**config.mk**
```make
export PLATFORM = sky130hd
export DESIGN_NAME = mult_div_unit
export DESIGN_NICKNAME = d
export VERILOG_FILES = /design/src/rtl/mult_div_unit.sv
export SDC_FILE = /design/constraint.sdc
export NUM_CORES = 1
export LEC_CHECK = 0
export ABC_AREA = 1
export CAP_MARGIN = 40
export CORE_MARGIN = 5
export CORE_UTILIZATION = 30
export DETAILED_ROUTE_END_ITERATION = 8
export PLACE_DENSITY_LB_ADDON = 0.15
export SLEW_MARGIN = 10
export SYNTH_ARGS = -nofsm -noshare
export SYNTH_HDL_FRONTEND = slang
export SYNTH_SLANG_ARGS = --single-unit
export TNS_END_PERCENT = 100
```
**constraint.sdc**
```tcl
create_clock -name clk -period 2.4 [get_ports clk]
set_clock_uncertainty 0.2 [all_clocks]
set_input_delay 0.48 -clock clk [delete_from_list [all_inputs] [get_ports clk]]
set_output_delay 0.48 -clock clk [all_outputs]
set_load 0.005 [all_outputs]
```
**src/rtl/mult_div_unit.sv**
```systemverilog
// Iterative multiply/divide unit owning the HI/LO registers.
// MULT/MULTU use radix-2 shift-add, DIV/DIVU use restoring division; both
// run on magnitudes for WIDTH cycles and fix up signs in one extra cycle.
// Handshake: an op on op_valid is accepted only in a non-busy cycle; while
// busy, op_valid/rd_hi/rd_lo are ignored for state and only raise
// mult_div_stall, and upstream holds the request until busy falls.
module mult_div_unit #(
  parameter int WIDTH = 32
) (
  input  logic             clk,
  input  logic             rst_n,
  input  logic             op_valid,
  input  logic [2:0]       op,
  input  logic [WIDTH-1:0] rs_val,
  input  logic [WIDTH-1:0] rt_val,
  input  logic             rd_hi,
  input  logic             rd_lo,
  output logic [WIDTH-1:0] hi,
  output logic [WIDTH-1:0] lo,
  output logic             busy,
  output logic             mult_div_stall,
  output logic             div_by_zero,
  output logic [1:0]       dbg_state
);

  localparam int CW = (WIDTH > 1) ? $clog2(WIDTH) : 1;
  localparam logic [CW-1:0] LAST_COUNT = CW'(WIDTH - 1);

  localparam logic [2:0] OP_MULT  = 3'd0;
  localparam logic [2:0] OP_MULTU = 3'd1;
  localparam logic [2:0] OP_DIV   = 3'd2;
  localparam logic [2:0] OP_DIVU  = 3'd3;
  localparam logic [2:0] OP_MTHI  = 3'd4;
  localparam logic [2:0] OP_MTLO  = 3'd5;

  typedef enum logic [1:0] {
    ST_IDLE  = 2'd0,
    ST_CALC  = 2'd1,
    ST_FIXUP = 2'd2
  } state_e;

  state_e               state_q;
  logic [CW-1:0]        count_q;
  // Multiply: {partial product, remaining multiplier bits}.
  // Divide:   {running remainder, dividend bits / quotient bits}.
  logic [2*WIDTH-1:0]   acc_q;
  // Multiplicand magnitude (multiply) or divisor magnitude (divide).
  logic [WIDTH-1:0]     opnd_q;
  logic [WIDTH-1:0]     dividend_q;
  logic                 is_div_q;
  logic                 neg_lo_q;
  logic                 neg_hi_q;
  logic [WIDTH-1:0]     hi_q;
  logic [WIDTH-1:0]     lo_q;
  logic                 busy_q;
  logic                 dbz_q;

  // Acceptance-time operand conditioning
  logic                 signed_op;
  logic                 a_neg;
  logic                 b_neg;
  logic [WIDTH-1:0]     a_mag;
  logic [WIDTH-1:0]     b_mag;

  // Per-cycle datapath and fix-up results
  logic [WIDTH:0]       mul_sum;
  logic [2*WIDTH-1:0]   mul_acc;
  logic [WIDTH:0]       div_trial;
  logic                 div_ge;
  logic [WIDTH-1:0]     div_sub;
  logic [WIDTH-1:0]     div_rem;
  logic [2*WIDTH-1:0]   div_acc;
  logic [2*WIDTH-1:0]   acc_d;
  logic [2*WIDTH-1:0]   prod_fix;
  logic [WIDTH-1:0]     quot_fix;
  logic [WIDTH-1:0]     rem_fix;
  logic                 div_zero;
  logic [WIDTH-1:0]     hi_d;
  logic [WIDTH-1:0]     lo_d;

  // Latch magnitudes for signed ops; unsigned ops pass operands through
  always_comb begin
    signed_op = (op == OP_MULT) || (op == OP_DIV);
    a_neg     = signed_op && rs_val[WIDTH-1];
    b_neg     = signed_op && rt_val[WIDTH-1];
    a_mag     = a_neg ? -rs_val : rs_val;
    b_mag     = b_neg ? -rt_val : rt_val;
  end

  // One shift-add or restoring-division step on the accumulator
  always_comb begin
    mul_sum   = {1'b0, acc_q[2*WIDTH-1:WIDTH]} +
                (acc_q[0] ? {1'b0, opnd_q} : {(WIDTH+1){1'b0}});
    mul_acc   = {mul_sum, acc_q[WIDTH-1:1]};

    div_trial = {acc_q[2*WIDTH-1:WIDTH], acc_q[WIDTH-1]};
    div_ge    = (div_trial >= {1'b0, opnd_q});
    // When div_ge holds the difference is below opnd_q, so WIDTH bits suffice
    div_sub   = div_trial[WIDTH-1:0] - opnd_q;
    div_rem   = div_ge ? div_sub : div_trial[WIDTH-1:0];
    div_acc   = {div_rem, acc_q[WIDTH-2:0], div_ge};

    acc_d     = is_div_q ? div_acc : mul_acc;
  end

  // Sign fix-up and final HI/LO selection, including divide-by-zero override
  always_comb begin
    prod_fix = neg_lo_q ? -acc_q : acc_q;
    quot_fix = neg_lo_q ? -acc_q[WIDTH-1:0] : acc_q[WIDTH-1:0];
    rem_fix  = neg_hi_q ? -acc_q[2*WIDTH-1:WIDTH] : acc_q[2*WIDTH-1:WIDTH];
    div_zero = (opnd_q == '0);
    hi_d     = prod_fix[2*WIDTH-1:WIDTH];
    lo_d     = prod_fix[WIDTH-1:0];
    if (is_div_q) begin
      if (div_zero) begin
        hi_d = dividend_q;
        lo_d = '1;
      end else begin
        hi_d = rem_fix;
        lo_d = quot_fix;
      end
    end
  end

  // Control FSM with registered busy / div_by_zero and HI/LO write-back
  always_ff @(posedge clk or negedge rst_n) begin
    if (!rst_n) begin
      state_q    <= ST_IDLE;
      count_q    <= '0;
      acc_q      <= '0;
      opnd_q     <= '0;
      dividend_q <= '0;
      is_div_q   <= 1'b0;
      neg_lo_q   <= 1'b0;
      neg_hi_q   <= 1'b0;
      hi_q       <= '0;
      lo_q       <= '0;
      busy_q     <= 1'b0;
      dbz_q      <= 1'b0;
    end else begin
      dbz_q <= 1'b0;
      case (state_q)
        ST_IDLE: begin
          if (op_valid) begin
            case (op)
              OP_MULT, OP_MULTU: begin
                acc_q    <= {{WIDTH{1'b0}}, b_mag};
                opnd_q   <= a_mag;
                is_div_q <= 1'b0;
                neg_lo_q <= a_neg ^ b_neg;
                neg_hi_q <= a_neg;
                count_q  <= '0;
                busy_q   <= 1'b1;
                state_q  <= ST_CALC;
              end
              OP_DIV, OP_DIVU: begin
                acc_q      <= {{WIDTH{1'b0}}, a_mag};
                opnd_q     <= b_mag;
                dividend_q <= rs_val;
                is_div_q   <= 1'b1;
                neg_lo_q   <= a_neg ^ b_neg;
                neg_hi_q   <= a_neg;
                count_q    <= '0;
                busy_q     <= 1'b1;
                state_q    <= ST_CALC;
              end
              OP_MTHI: hi_q <= rs_val;
              OP_MTLO: lo_q <= rs_val;
              default: ;
            endcase
          end
        end
        ST_CALC: begin
          acc_q   <= acc_d;
          count_q <= count_q + CW'(1);
          if (count_q == LAST_COUNT) begin
            state_q <= ST_FIXUP;
          end
        end
        ST_FIXUP: begin
          hi_q    <= hi_d;
          lo_q    <= lo_d;
          dbz_q   <= is_div_q && div_zero;
          count_q <= '0;
          busy_q  <= 1'b0;
          state_q <= ST_IDLE;
        end
        default: begin
          busy_q  <= 1'b0;
          state_q <= ST_IDLE;
        end
      endcase
    end
  end

  assign hi             = hi_q;
  assign lo             = lo_q;
  assign busy           = busy_q;
  assign div_by_zero    = dbz_q;
  assign mult_div_stall = busy_q && (op_valid || rd_hi || rd_lo);
  assign dbg_state      = state_q;

endmodule

```
* Word-level counts from Yosys, hierarchy flattened
Index checks and enable logic that the tools add are counted.
** Storage, ports and cells
- Register bits after elaboration :: 204
- Output and inout port bits :: 69
- Word-level logic and storage cells :: 97
** Cells by class
- $add $sub $neg :: 8
- Order comparisons :: 1
- Equal/unequal tests :: 14
- Multiplexer cells :: 34
- Bitwise operators :: 2
- Reduce and logical (&&, ||, !) cells :: 26
** Operator list (count)
- 32-bit two-way mux :: 14
- 64-bit case mux with 2 select lines :: 2
- 64-bit two-way mux :: 3
- 32-bit case mux with 2 select lines :: 3
- 32-bit negation :: 4
- 64-bit negation :: 1
- 32-bit by 32-bit adder with 33-bit output :: 1
- 33-bit by 32-bit greater-or-equal comparator with 1-bit output :: 1
- 32-bit logical NOT :: 1
- 32-bit subtractor :: 1
- 3-bit AND reduction :: 9
- 5-bit case mux with 3 select lines :: 1
- 5-bit two-way mux :: 2
- 3-bit by 2-bit == test with 1-bit output, second input constant :: 2
- 3-bit == test, second input constant :: 2
- 2-bit two-way mux :: 3
- 2-bit != test, second input constant :: 3
- 2-bit nonzero test :: 3
- 5-bit by 1-bit adder with 5-bit output, second input constant :: 1
- 5-bit == test, second input constant :: 1
- 1-bit logical AND :: 4
- 2-bit by 1-bit != test with 1-bit output, second input constant :: 2
- 1-bit case mux with 2 select lines :: 2
- 2-bit case mux with 2 select lines :: 1
- 13 further kinds :: 18

* Longest topological paths before layout
- Depth in word-level cells :: 7
- Depth in mapped cells :: 21

* Least setup slack after synthesis
Ideal clock, no wire load.
- Kind :: reg-to-reg
- Start point :: register acc_q[0]
- End point :: register acc_q[59]
- Setup time :: 0.117 ns
- Data arrival time :: 2.158 ns
- Setup slack :: -0.075 ns
- Stages on the path, launching flop included :: 17
- Cells stage by stage :: dfrtp_1 buf_2 clkbuf_1 nand2_1 inv_1 ha_1 nand2_1 o21ai_0 nand3_1 nand3b_1 nand2_1 nand3_1 nand2_1 nor2_1 nor2_1 nand2_1 nand2_1
** On the way
- Longest elaborated chain between the ends :: 4
** RTL lines
- start: declaration :: line 46 : logic [2*WIDTH-1:0] acc_q;
- start signal: assignment :: line 147 : acc_q <= {{WIDTH{1'b0}}, b_mag};
- start signal: assignment :: line 157 : acc_q <= {{WIDTH{1'b0}}, a_mag};
- 32-bit two-way mux :: line 93 : (acc_q[0] ? {1'b0, opnd_q} : {(WIDTH+1){1'b0}});
- 32-bit by 32-bit adder with 33-bit output :: line 92 : mul_sum = {1'b0, acc_q[2*WIDTH-1:WIDTH]} +
- 64-bit two-way mux :: line 103 : acc_d = is_div_q ? div_acc : mul_acc;
- 64-bit case mux with 2 select lines :: line 142 : case (state_q)
Every way passes these cells.
A chain may end at the register's enable or synchronous reset.

* Worst setup path after layout
Same ends and word-level chain as after synthesis.

==> metrics.yaml <==
run_status:
  run_status: "finished, violations left"
  violations: "setup timing"
synthesis:
  syn_nets: 3580
  synthArstFlopShare_pct: 100
  synth.top_cell.area_share_pct: 25.1
  ys_warn_count: 0
  netlist.top_cell.by_area: "dfrtp_1"
  synth-edff-count: 0
  synth_top_family_by_area: "simple AND/OR/NAND/NOR gates"
  ys_top_cells_by_area: "dfrtp_1 (25%), nand2_1 (18%), nor2_1 (9.6%)"
  seq_area_frac_synth_pct: 25.1
  netlist_instances: 3436
  yosys_most_used_dff: "dfrtp_1"
  synthMuxAreaShare_pct: 0
  syn_avg_cell_area_um2: 5.91
  ys_types: 54
  synth_fa_ha_area_share_pct: 4.51
  yosys.area_share.simple_pct: 42.9
  synth_area_mm2: 0.0203
  ys_seq_elements: 204
  synth_compound_gate_area_share_pct: 13.6
  synth_xor_area_share_pct: 3.19
critical_path:
  path_buf_inv: 2
  startpoint: "acc_q[0]"
  worst_setup_path_start_kind: "register"
  critPathCaptureType: "register"
  cpMostUsedCell: "nand2_1"
  path_cells: "buf_12, nand2_1, fa_2, o21ai_1, buf_4, nand3_1, nand3b_1, nand2_2, nand3_1, nand2_1, nor2_2, nor2_1, nand2_1, nand2_1"
  arrival_ns: 2.96
  cp_top_family: "simple AND/OR/NAND/NOR gates"
  crit_slowest_cell: "dfrtp_1"
  slowest_delay_ns: 0.38
  worstSetupPathType: "register to register"
  worst-path-max-fanout: 29
  reg2reg_from: "acc_q[0]"
  rrSetupSlack_ns: -0.29
  required_ns: 2.67
timing:
  worst_pin_slew_ns: 0.564
  holdWs_ns: 0.240
  rsz0062_at_grt: "true"
  hold_violations: 0
  period_minus_slack_ns: 2.69
  slew_violations: 0
  setup_viol: 75
  max_freq_ghz: 0.372
  setup_slack_ns: -0.290
  final.setup.tns_ns: -11.88
  slew_headroom_pct: 62.3
  fin_crit_sh_pct: 112
layout:
  layout_commonest_cell: "nand2_1"
  layout-drive-gt1-share_pct: 28.8
  most-common-layout-cells: "nand2_1 (910), buf_4 (702), nor2_1 (471)"
  final_util_pct: 46.3
  nFillCells: 7135
  finish.instance_area_mm2: 0.0311
  antenna_cells: 0
  nets: 4395
  area_growth_pct: 53.1
global_routing:
  grt_use_total_pct: 29.5
  grt_pass1_vias: 24897
  grt_max_degree: 66
  grt_pass1_wl_um: 164000
  antenna_found_initial: 4
  overflow: 0
floorplanning:
  num_rows: 95
  die-area_mm2: 0.0730
  start_util_pct: 30.2
  die_h_um: 270
  die_w_um: 270
  ios: 141
  coreArea_mm2: 0.0672
run:
  max-cap-violations: 0
drt:
  drc: 0
  drt-pass1-iter-count: 6
  via_per_inst: 5.12
  wl_per_cell_um: 22.0
  vias: 26309
  drt_wl_total_um: 113000
  ant_nets: 0
  drtIter0Drc: 2825
placement:
  port-buffer-count: 140
  place.gp.congestion: 1.01
  placed_cell_area_mm2: 0.0282
  post-dp-hpwl_um: 93000
clocking:
  cts_made_buffers: 27
  cts_tree: "done"
  clkSlewWorstSetupHoldPaths_ns: 0.06
  cts_num_sinks: 204
  clock_path_buffers: 3
  cts_max_level: 1
  ctsRootBufferMaster: "clkbuf_16"
  insertion_delay_ns: 0.58
power_and_ir_drop:
  peakVddDrop_v: 0.000728
  power_leakage_uw: 0.0153
  p_per_area_mw_per_mm2: 1640
worst_hold_path:
  hp-class: "input port to async pin"
==> final timing paths <==
kind                       cells after the start        endpoint
max in group asynchronous                      3  dividend_q[19]
hold / removal                                 2      count_q[4]
setup reg to reg                              14       acc_q[59]
setup / recovery                              14       acc_q[59]
hold reg to reg                                2  dividend_q[17]
min in group clk                               2  dividend_q[17]
==> power by group <==
group / total (uW) / leakage (uW) / switching [uW] / internal, uW
logic: 39900 / 0.0124 / 22500 / 17400
registers: 6950 / 0.00246 / 1740 / 5210
clock network: 4040 / 0.000414 / 1790 / 2250
==> state kept, by name, summed over array words and instances (netlist names) <==
signal / count
opnd_q: 32
neg_lo_q: 1
dbg_state: 2
is_div_q: 1
dividend_q: 32
div_by_zero: 1
neg_hi_q: 1
busy: 1
hi: 32
count_q: 5
lo: 32
acc_q: 64
==> stage by stage <==
step                cells  setup WS [ns]  power, uW
global route         5141         -0.420      54200
detailed placement   5065          -1.05      41800
CTS                  5128         -0.209      48900
global placement     5065          -1.04      41800
finish               5141         -0.290      50900
floorplan            3436         0.0104      23800
==> cells in the mapped netlist (2+ instances only) <==
| cell type | instances |
|---|---|
| nand2_1 | 981 |
| nor2_1 | 521 |
| inv_1 | 411 |
| nand3_1 | 348 |
| a21oi_1 | 206 |
| dfrtp_1 | 204 |
| o21ai_0 | 187 |
| ha_1 | 70 |
| nand4_1 | 65 |
| clkbuf_1 | 64 |
| xor2_1 | 60 |
| nor3_1 | 34 |
| nand2_2 | 33 |
| o211ai_1 | 20 |
| buf_2 | 19 |
| buf_1 | 17 |
| nor2_2 | 16 |
| a31oi_1 | 15 |
| xnor2_1 | 14 |
| nand3b_1 | 13 |
| nor2_4 | 11 |
| or2_2 | 11 |
| a22oi_1 | 10 |
| buf_4 | 10 |
| o22ai_1 | 10 |
| inv_2 | 9 |
| o21ai_1 | 9 |
| buf_6 | 7 |
| o21bai_1 | 7 |
| a21o_1 | 6 |
| a21oi_2 | 6 |
| o21a_1 | 6 |
| nand3_2 | 5 |
| clkinv_1 | 3 |
| o21ai_2 | 3 |
| a22o_1 | 2 |
| fa_1 | 2 |
| nand2_4 | 2 |
| nand2_8 | 2 |
| nor4_1 | 2 |
| o21ai_4 | 2 |
==> layout make-up <==
type | count | area (um^2) | area share (%)
Tap cell | 873 | 1090 | 3.51
Timing Repair inverter | 2 | 32.5 | 0.105
Clock inverter | 10 | 80.1 | 0.258
Clock buffer | 36 | 769 | 2.48
Timing Repair Buffer | 901 | 7690 | 24.7
Multi-Input combinational cell | 2691 | 14700 | 47.2
Sequential cell | 204 | 5120 | 16.5
Inverter | 424 | 1620 | 5.22
==> metal layers <==
layer  up-vias  global-route usage [%]  share of wire (%)
li1      12706                       -                  -
met3       145                    4.85                8.0
met1     12366                    40.8                 44
met4         2                    8.21                3.2
met5         -                       0              0.013
met2      1090                    47.7                 45
==> cells by family (layout without fill, tap and decap cells) <==
logic type / after synthesis / count (layout)
simple gates: 2046 / 2047
flops: 204 / 204
xor+xnor: 74 / 74
buf+inv: 542 / 1373
fa+ha+maj: 72 / 72
compound gates: 498 / 498
==> repair_timing <==
item / CTS / global route
endpoints found under the hold margin: 48 / 0
hold buffers: 1 / 0
setup endpoints to repair: 105 / 131
cloned: 2 / 2
setup buffers: 14 / 14
resized for setup: 222 / 211
pin swaps: 38 / 33
Note: power is estimated with default switching activity, not from simulation.
